`config.mk`:
```
export PLATFORM = sky130hd
export DESIGN_NAME = pipelined_int_datapath
export DESIGN_NICKNAME = d
export VERILOG_FILES = /design/src/rtl/idp_pkg.sv /design/src/rtl/idp_alu.sv /design/src/rtl/pipelined_int_datapath.sv
export SDC_FILE = /design/constraint.sdc
export NUM_CORES = 1
export LEC_CHECK = 0
export ABC_AREA = 1
export CAP_MARGIN = 20
export CORE_UTILIZATION = 50
export CTS_CLUSTER_DIAMETER = 100
export DETAILED_ROUTE_END_ITERATION = 16
export PLACE_DENSITY = 0.78
export SYNTH_ARGS = -nofsm -noshare
export SYNTH_HDL_FRONTEND = slang
export SYNTH_SLANG_ARGS = --single-unit
export TNS_END_PERCENT = 5
```
`constraint.sdc`:
```
create_clock -name clk -period 7.78 [get_ports clk]
set_clock_uncertainty 0.2 [all_clocks]
set_input_delay 1.556 -clock clk [delete_from_list [all_inputs] [get_ports clk]]
set_output_delay 1.556 -clock clk [all_outputs]
set_load 0.005 [all_outputs]
```
`src/rtl/idp_pkg.sv`:
```
// Shared definitions for the pipelined integer datapath.
// Holds the default geometry and the 4-bit ALU opcode map.
package idp_pkg;
  localparam int DEF_DATA_W = 16;
  localparam int DEF_NREGS  = 8;

  localparam logic [3:0] OP_PASS_R = 4'd0;
  localparam logic [3:0] OP_PASS_S = 4'd1;
  localparam logic [3:0] OP_ADD    = 4'd2;
  localparam logic [3:0] OP_SUB    = 4'd3;
  localparam logic [3:0] OP_INC    = 4'd4;
  localparam logic [3:0] OP_DEC    = 4'd5;
  localparam logic [3:0] OP_AND    = 4'd6;
  localparam logic [3:0] OP_OR     = 4'd7;
  localparam logic [3:0] OP_XOR    = 4'd8;
  localparam logic [3:0] OP_NOT    = 4'd9;
  localparam logic [3:0] OP_SHL    = 4'd10;
  localparam logic [3:0] OP_SHR    = 4'd11;
  localparam logic [3:0] OP_ASR    = 4'd12;
  localparam logic [3:0] OP_NEG    = 4'd13;
  localparam logic [3:0] OP_ZERO   = 4'd14;
  localparam logic [3:0] OP_ONES   = 4'd15;
endpackage

```
`src/rtl/idp_alu.sv`:
```
// Combinational ALU for the pipelined integer datapath.
// Ports: r_i/s_i operands, op_i opcode; res_o result, c_o carry,
// n_o negative (MSB), z_o zero.
// All add-type ops share one adder a + b + cin; subtract-type ops
// feed ~S with cin=1 so C reads as "no borrow".
module idp_alu
  import idp_pkg::*;
#(
  parameter int DATA_W = DEF_DATA_W
) (
  input  logic [DATA_W-1:0] r_i,
  input  logic [DATA_W-1:0] s_i,
  input  logic [3:0]        op_i,
  output logic [DATA_W-1:0] res_o,
  output logic              c_o,
  output logic              n_o,
  output logic              z_o
);
  logic [DATA_W-1:0] a, b;
  logic              cin;
  logic [DATA_W:0]   sum;

  always_comb begin
    a   = r_i;
    b   = s_i;
    cin = 1'b0;
    case (op_i)
      OP_SUB: begin b = ~s_i;                 cin = 1'b1; end
      OP_INC: begin b = '0;                   cin = 1'b1; end
      OP_DEC: begin b = ~DATA_W'(1);          cin = 1'b1; end
      OP_NEG: begin a = '0;  b = ~r_i;        cin = 1'b1; end
      default: ;
    endcase
  end

  assign sum = {1'b0, a} + {1'b0, b} + {{DATA_W{1'b0}}, cin};

  always_comb begin
    res_o = '0;
    c_o   = 1'b0;
    case (op_i)
      OP_PASS_R: res_o = r_i;
      OP_PASS_S: res_o = s_i;
      OP_ADD, OP_SUB, OP_INC, OP_DEC, OP_NEG:
                 {c_o, res_o} = sum;
      OP_AND:    res_o = r_i & s_i;
      OP_OR:     res_o = r_i | s_i;
      OP_XOR:    res_o = r_i ^ s_i;
      OP_NOT:    res_o = ~r_i;
      OP_SHL:    begin res_o = {r_i[DATA_W-2:0], 1'b0};        c_o = r_i[DATA_W-1]; end
      OP_SHR:    begin res_o = {1'b0, r_i[DATA_W-1:1]};        c_o = r_i[0];        end
      OP_ASR:    begin res_o = {r_i[DATA_W-1], r_i[DATA_W-1:1]}; c_o = r_i[0];      end
      OP_ZERO:   res_o = '0;
      OP_ONES:   res_o = '1;
      default:   res_o = '0;
    endcase
  end

  assign n_o = res_o[DATA_W-1];
  assign z_o = (res_o == '0);
endmodule

```
`src/rtl/pipelined_int_datapath.sv`:
```
// Two-stage pipelined integer datapath: register file, S-operand mux,
// ALU, registered result and C/N/Z flags.
// Ports: clk, reset (sync, active-high); issue side In_Valid, Stall,
// W_En, W_Adr, R_Adr, S_Adr, DS, S_Sel, Alu_Op; completion side
// Out_Valid, Reg_Out, Alu_Out, C, N, Z.
// Stage 1 latches operands at issue; stage 2 executes and, at its end,
// registers the outputs and writes the file. Operands read at issue are
// forwarded from the stage-2 ALU result so back-to-back ops never stall.
// Build option: IDP_R0_ZERO_EN hardwires register 0 to zero.
module pipelined_int_datapath
  import idp_pkg::*;
#(
  parameter  int DATA_W = DEF_DATA_W,
  parameter  int NREGS  = DEF_NREGS,
  localparam int AW     = $clog2(NREGS)
) (
  input  logic              clk,
  input  logic              reset,
  input  logic              In_Valid,
  input  logic              Stall,
  input  logic              W_En,
  input  logic [AW-1:0]     W_Adr,
  input  logic [AW-1:0]     R_Adr,
  input  logic [AW-1:0]     S_Adr,
  input  logic [DATA_W-1:0] DS,
  input  logic              S_Sel,
  input  logic [3:0]        Alu_Op,
  output logic              Out_Valid,
  output logic [DATA_W-1:0] Reg_Out,
  output logic [DATA_W-1:0] Alu_Out,
  output logic              C,
  output logic              N,
  output logic              Z
);
`ifdef IDP_R0_ZERO_EN
  localparam logic R0_ZERO = 1'b1;
`else
  localparam logic R0_ZERO = 1'b0;
`endif

  logic [NREGS-1:0][DATA_W-1:0] rf_q;
  // vld_pipe_q[1]: stage 2 holds an op; vld_pipe_q[2]: outputs valid
  logic [2:1]        vld_pipe_q;
  logic [DATA_W-1:0] r_q, s_q, r_d, s_d;
  logic [3:0]        op_q;
  logic              we_q;
  logic [AW-1:0]     wa_q;
  logic [DATA_W-1:0] alu_q, rout_q, file_r, file_s, alu_res;
  logic              c_q, n_q, z_q, alu_c, alu_n, alu_z;
  logic              wr_ok;

  idp_alu #(.DATA_W(DATA_W)) u_alu (
    .r_i(r_q), .s_i(s_q), .op_i(op_q),
    .res_o(alu_res), .c_o(alu_c), .n_o(alu_n), .z_o(alu_z)
  );

  // Stage 2 will write the file; a dropped R0 write must not forward either.
  assign wr_ok  = vld_pipe_q[1] & we_q & ~(R0_ZERO & (wa_q == '0));

  assign file_r = (R0_ZERO && R_Adr == '0) ? '0 : rf_q[R_Adr];
  assign file_s = (R0_ZERO && S_Adr == '0) ? '0 : rf_q[S_Adr];

  always_comb begin
    r_d = (wr_ok && wa_q == R_Adr) ? alu_res : file_r;
    if (S_Sel)                      s_d = DS;
    else if (wr_ok && wa_q == S_Adr) s_d = alu_res;
    else                            s_d = file_s;
  end

  always_ff @(posedge clk) begin
    if (reset) begin
      rf_q       <= '0;
      vld_pipe_q <= '0;
      r_q        <= '0;
      s_q        <= '0;
      op_q       <= '0;
      we_q       <= 1'b0;
      wa_q       <= '0;
      alu_q      <= '0;
      rout_q     <= '0;
      c_q        <= 1'b0;
      n_q        <= 1'b0;
      z_q        <= 1'b0;
    end else if (!Stall) begin
      vld_pipe_q <= {vld_pipe_q[1], In_Valid};
      if (In_Valid) begin
        r_q  <= r_d;
        s_q  <= s_d;
        op_q <= Alu_Op;
        we_q <= W_En;
        wa_q <= W_Adr;
      end
      // Bubbles leave the last result and flags in place.
      if (vld_pipe_q[1]) begin
        alu_q  <= alu_res;
        rout_q <= r_q;
        c_q    <= alu_c;
        n_q    <= alu_n;
        z_q    <= alu_z;
      end
      if (wr_ok) rf_q[wa_q] <= alu_res;
    end
  end

  assign Out_Valid = vld_pipe_q[2];
  assign Alu_Out   = alu_q;
  assign Reg_Out   = rout_q;
  assign C         = c_q;
  assign N         = n_q;
  assign Z         = z_q;
endmodule

```
==> impl_metrics.toml, run 1 <==
[status]
status = "completed"

[logic_synthesis]
ys_types = 42
synth_edf_count = 0
netlist_top_cells_count = "o21ai_0 (321), nand2_1 (303), a21oi_1 (275), dfxtp_1 (204), nor2_1 (198)"
synth_area_per_cell_um2 = 6.51
synth.largest_area_cell = "dfxtp_1"
synth_most_common_cell = "o21ai_0"
ys_warn_count = 0
synth_area_um2 = 12600
synthCells = 1938
synth_top_area_share_pct = 32.4
ys.flop_type = "dfxtp_1"
async_reset_ff_share_pct = 0
synthTopCellsByArea = "dfxtp_1 (32%), o21ai_0 (13%), a21oi_1 (11%)"
ys_seq_area_share_pct = 32.4
syn_nets = 2022
synth-seq-cells = 204

[critical_path]
critPathMaxFanout = 22
startpoint_type = "register"
cp-startpoint = "op_q[1]"
required_ns = 8.03
r2r-start = "op_q[1]"
cp-end-kind = "register"
worst_r2r_path_depth = 19
path_class = "register to register"
endpoint = "Z"
r2r_end = "Z"
cp_data_arrival_time_ns = 5.05
r2r_slack_ns = 2.98

[global_routing]
grt_overflow = 0
grt_use_total_pct = 33.7
grt_pass1_wl_um = 69600
antenna_found_initial = 0
grt_max_degree = 110
grt_pass1_vias = 12700

[floorplanning]
die_w_um = 161
io_pins = 71
fp-row-count = 57
die_h_um = 161
coreArea_um2 = 24500
dieArea_um2 = 25900
start_util_pct = 51.5

[timing]
slew_violations = 0
tns_ns = 0
worstMarginPinSlew_ns = 1.07
grt_setup_unrepaired = "false"
period_needed_ns = 4.80
fmax_mhz = 208
finalCritPeriodShare_pct = 61.7
hold_violations = 0
slew_headroom_pct = 28.2
setup_viol_count_final = 0

[pwr]
power_leakage_nw = 5.80
comb_power_share_pct = 18.2
p_sw_share_pct = 31.1
p_sw_uw = 842
vdd_ir_drop_max_uv = 153
power.density_nw_per_um2 = 192
clockPowerShare_pct = 41.3
seq_power_share_pct = 40.6
internal-power_mw = 1.86

[cts]
cts_buffer_depth = 3
cts_max_level = 1
clk_pin_slew_ns = 0.06
insertion_delay_ns = 0.55
cts_inserted_buffers = 24
cts_num_sinks = 204
cts_resized = 0
cts_hold_buf = 0
post_cts_buffers = 0
root_buffer = "clkbuf_16"
tritoncts = "built"

[run]
max_cap_viol_count = 0

[final_layout]
nFillCells = 2314
finalNetCount = 1996
antenna_cells = 0
drive_gt1_share_pct = 5.34
areaGrowthSynthToFinish_pct = 11.4
fin_util_pct = 57.3

[min_path]
min_from = "vld_pipe_q[2]"
min_path_type = "register to register"

[placed_design]
gp_congestion = 1.07
portBuffers = 70
dp_hpwl_um = 30300

[drt]
vias = 14000
final_antenna_net_count = 0
post_drt_wl_per_cell_um = 19.9
route.detailed.drc = 0
vias_per_cell = 6.21
dr.pass1.iters = 7
drt_wl_total_um = 44800
drt_iter0_markers = 2185
## layout by cell type, fill, tap and decap left out, drive strengths merged, types with 2 or more instances in the layout
master	Yosys	final
o22ai	11	11
fa	2	2
a21oi	276	276
o311ai	4	4
or2	6	6
ha	47	47
buf	35	26
o221ai	18	18
nor3	3	3
and2	2	2
nand3	96	96
nor2	205	205
dfxtp	204	204
clkinv	5	9
o211ai	64	64
a31oi	13	13
nand3b	5	5
nand2	312	312
inv	172	174
nand4	12	12
o21ai	324	324
clkdlybuf4s50	0	68
a2111oi	5	5
clkbuf	111	34
## critical path, stage by stage, from the launching register on
cell,delay (ns)
dfxtp_1,0.50
nand2_1,0.15
nor2_1,0.48
nor3_2,0.09
buf_4,0.23
nand2_1,0.07
o221ai_1,0.13
fa_1,0.53
fa_1,0.54
nand3_1,0.14
nand3_1,0.18
nand2_1,0.14
nand3b_1,0.09
nand3_1,0.16
nand2_1,0.13
nand2_1,0.35
nand3_1,0.13
nor2_1,0.12
nand4_1,0.16
a21oi_1,0.19
## stage by stage
stage / hold slack, ns / cells / setup WS [ns] / power, mW / cell area, um^2
after global routing: 0.296 / 2252 / 2.71 / 2.80 / 14100
after global placement: 0.243 / 2210 / 3.06 / 1.58 / 13300
after CTS: 0.270 / 2252 / 3.14 / 2.70 / 14100
after detailed placement: 0.259 / 2210 / 3.01 / 1.59 / 13300
after floorplan: 0.249 / 1938 / 3.94 / 1.43 / 12600
final: 0.268 / 2252 / 2.98 / 2.71 / 14100
## cells by family after synthesis
kind of cell | synth area share, %
AO/OA/AOI/OAI | 31.0
XOR/XNOR | 0.139
buffers and inverters | 10.5
adder cells (fa/ha/maj) | 4.98
AND/OR/NAND/NOR | 21.0
flip-flops | 32.4
## layout make-up
class                           count  area, um^2  area share (%)
Clock inverter                      8         100           0.712
Timing Repair Buffer               94         871            6.19
Clock buffer                       34         688            4.89
Tap cell                          324         405            2.88
Inverter                          177         667            4.74
Sequential cell                   204        4080            29.0
Multi-Input combinational cell   1411        7240            51.5
## power by group through the flow
| stage | Sequential, mW | Combinational [mW] | Clock, mW |
|---|---|---|---|
| after floorplan | 1.11 | 0.328 | 0 |
| after global placement | 1.12 | 0.467 | 0 |
| after detailed placement | 1.12 | 0.471 | 0 |
| after CTS | 1.10 | 0.473 | 1.13 |
| after global routing | 1.10 | 0.528 | 1.17 |
| final | 1.10 | 0.492 | 1.12 |
## per-layer routing
| layer | share of wire (%) | wire, um | track usage, % |
|---|---|---|---|
| met1 | 39 | 17500 | 43.5 |
| met2 | 43 | 19200 | 52.2 |
| met3 | 11 | 4990 | 6.38 |
| met4 | 6.9 | 3090 | 20.4 |
| met5 | 0 | 0 | 0 |
## registers in the layout, summed over array words and instances (netlist names)
signal and count:
r_q 16, op_q 4, s_q 16, Z 1
we_q 1, Alu_Out 16, rf_q 128, wa_q 3
Reg_Out 16, C 1, vld_pipe_q 2
## how the worst min path moves through the flow
stage,end,cells past startpoint
floorplan,vld_pipe_q[1],2
CTS,vld_pipe_q[2],2
global route,C,2
finish,vld_pipe_q[2],2
detailed placement,vld_pipe_q[2],2
global placement,vld_pipe_q[2],2
(Power assumes the default switching activity.)
==> run 2, diff against run 1 <==
Settings changed: PLACE_DENSITY 0.78 to 0.8.
Clock period 7.78 ns to 4.2 ns, I/O delays scaled along.
==> run 2 against run 1 <==
Die area did not move. Sequential share of layout area is 0.55 points lower. Maximum frequency rose by 21%.
==> impl_metrics.toml, run 2 (synthesis results as in run 1) <==
[status]
status = "completed"

[timing]
grt_setup_unrepaired = "false"
fin_ws_ns = 0.226
setup_viol_count_final = 0
slew_headroom_pct = 43.5
fmax_mhz = 252
worstMarginPinSlew_ns = 0.847
slew_violations = 0
period_needed_ns = 3.97
tns_ns = 0
finalCritPeriodShare_pct = 94.6
hold_violations = 0

[floorplanning]
coreArea_um2 = 24500
die_w_um = 161
die_h_um = 161
dieArea_um2 = 25900
fp-row-count = 57
start_util_pct = 51.5
io_pins = 71

[critical_path]
cp_data_arrival_time_ns = 4.21
cp-end-kind = "register"
r2r_slack_ns = 0.23
required_ns = 4.43
path_class = "register to register"
critPathMaxFanout = 12
startpoint_type = "register"

[placed_design]
dp_hpwl_um = 30400
gp_congestion = 1.04
portBuffers = 70
dp_slack_ns = 0.115

[drt]
drt_wl_total_um = 45300
final_antenna_net_count = 0
drt_iter0_markers = 2029
post_drt_wl_per_cell_um = 19.9
dr.pass1.iters = 8
route.detailed.drc = 0
vias = 14100
vias_per_cell = 6.17

[final_layout]
nFillCells = 2337
drive_gt1_share_pct = 7.06
largest_register_ffs = 128
antenna_cells = 0
regArea_um2 = 4090
fin_util_pct = 58.5
top_register = "rf_q"
finalNetCount = 2023
areaGrowthSynthToFinish_pct = 13.6
multi_input_area_um2 = 7270
final_cell_mix = "o21ai_0 (321), nand2_1 (303), a21oi_1 (275), dfxtp_1 (201), nor2_1 (187)"
layout_commonest_cell = "o21ai_0"

[cts]
cts_num_sinks = 204
cts_inserted_buffers = 23
insertion_delay_ns = 0.52
root_buffer = "clkbuf_16"
cts_buffer_depth = 3
clk_pin_slew_ns = 0.06
cts_max_level = 1
tritoncts = "built"

[min_path]
min_path_type = "register to register"

[run]
max_cap_viol_count = 0

[global_routing]
grt_use_total_pct = 34.1
antenna_found_initial = 0
grt_pass1_vias = 12800
grt_overflow = 0
grt_max_degree = 81
grt_pass1_wl_um = 70300

[pwr]
power_leakage_nw = 5.96
power.density_nw_per_um2 = 355
vdd_ir_drop_max_uv = 236
[run 2: changes by cell type in the layout (fill, tap and decap cells not counted), sizes merged]
| cell | delta |
|---|---|
| clkinv | -1 |
| buf | +28 |
| clkinvlp | -1 |
| bufinv | +1 |
[run 2: power by group]
group	switching (mW)	total [mW]	internal, mW
Sequential	0.0540	2.03	1.98
Combinational	0.653	0.960	0.307
Clock	0.824	2.10	1.27
[run 2: path summary, 6_finish.rpt]
| path | start | endpoint | depth (start not counted) |
|---|---|---|---|
| max | op_q[2] | r_q[14] | 20 |
| min reg2reg | vld_pipe_q[1] | vld_pipe_q[1] | 2 |
| max reg2reg | op_q[2] | r_q[14] | 20 |
| min | vld_pipe_q[1] | vld_pipe_q[1] | 2 |
[run 2: final cells by class]
| type | instances | area share [%] |
|---|---|---|
| clock buffers | 34 | 4.86 |
| clock inverters | 7 | 0.663 |
| inverters | 177 | 4.65 |
| multi-input cells | 1411 | 50.7 |
| flip-flops and latches | 204 | 28.5 |
| well taps | 324 | 2.83 |
| repair buffers | 122 | 7.81 |
[run 2: critical path, stage by stage, from the launching register on]
cell and delay, ns:
dfxtp_2 0.41, inv_2 0.10, nand2_1 0.17, nor2_4 0.09, nor3_4 0.23, buf_6 0.18, inv_1 0.05, fa_1 0.45
fa_1 0.51, nand3_1 0.13, nand3_1 0.15, nand2_1 0.13, nand2_1 0.08, nand3_1 0.09, nand2_1 0.06, nand2_1 0.09
nand3_1 0.12, nand2_1 0.13, o21ai_4 0.14, or2_1 0.25, a31oi_1 0.12
[run 2: repair_timing]
action	in CTS	in global routing
hold buffers	0	0
setup endpoints to repair	0	41
setup buffers	0	0
gates resized for setup	0	10
[run 2: layer usage]
metal	vias to the layer above	part of all wire [%]	global-route usage, %
met5	-	0	0
met4	0	6.0	19.3
met3	182	10	5.50
met2	874	44	53.2
met1	6410	39	44.6
li1	6594	-	-
[run 2: per-stage QoR]
stage	hold slack [ns]	instance area (um^2)	instances	power (mW)
2_1_floorplan	0.249	12600	1938	2.66
3_3_place_gp	0.246	13500	2237	2.97
3_5_place_dp	0.271	13500	2237	2.98
4_1_cts	0.285	14300	2278	5.06
5_1_grt	0.303	14300	2279	5.27
6_report	0.282	14300	2279	5.09
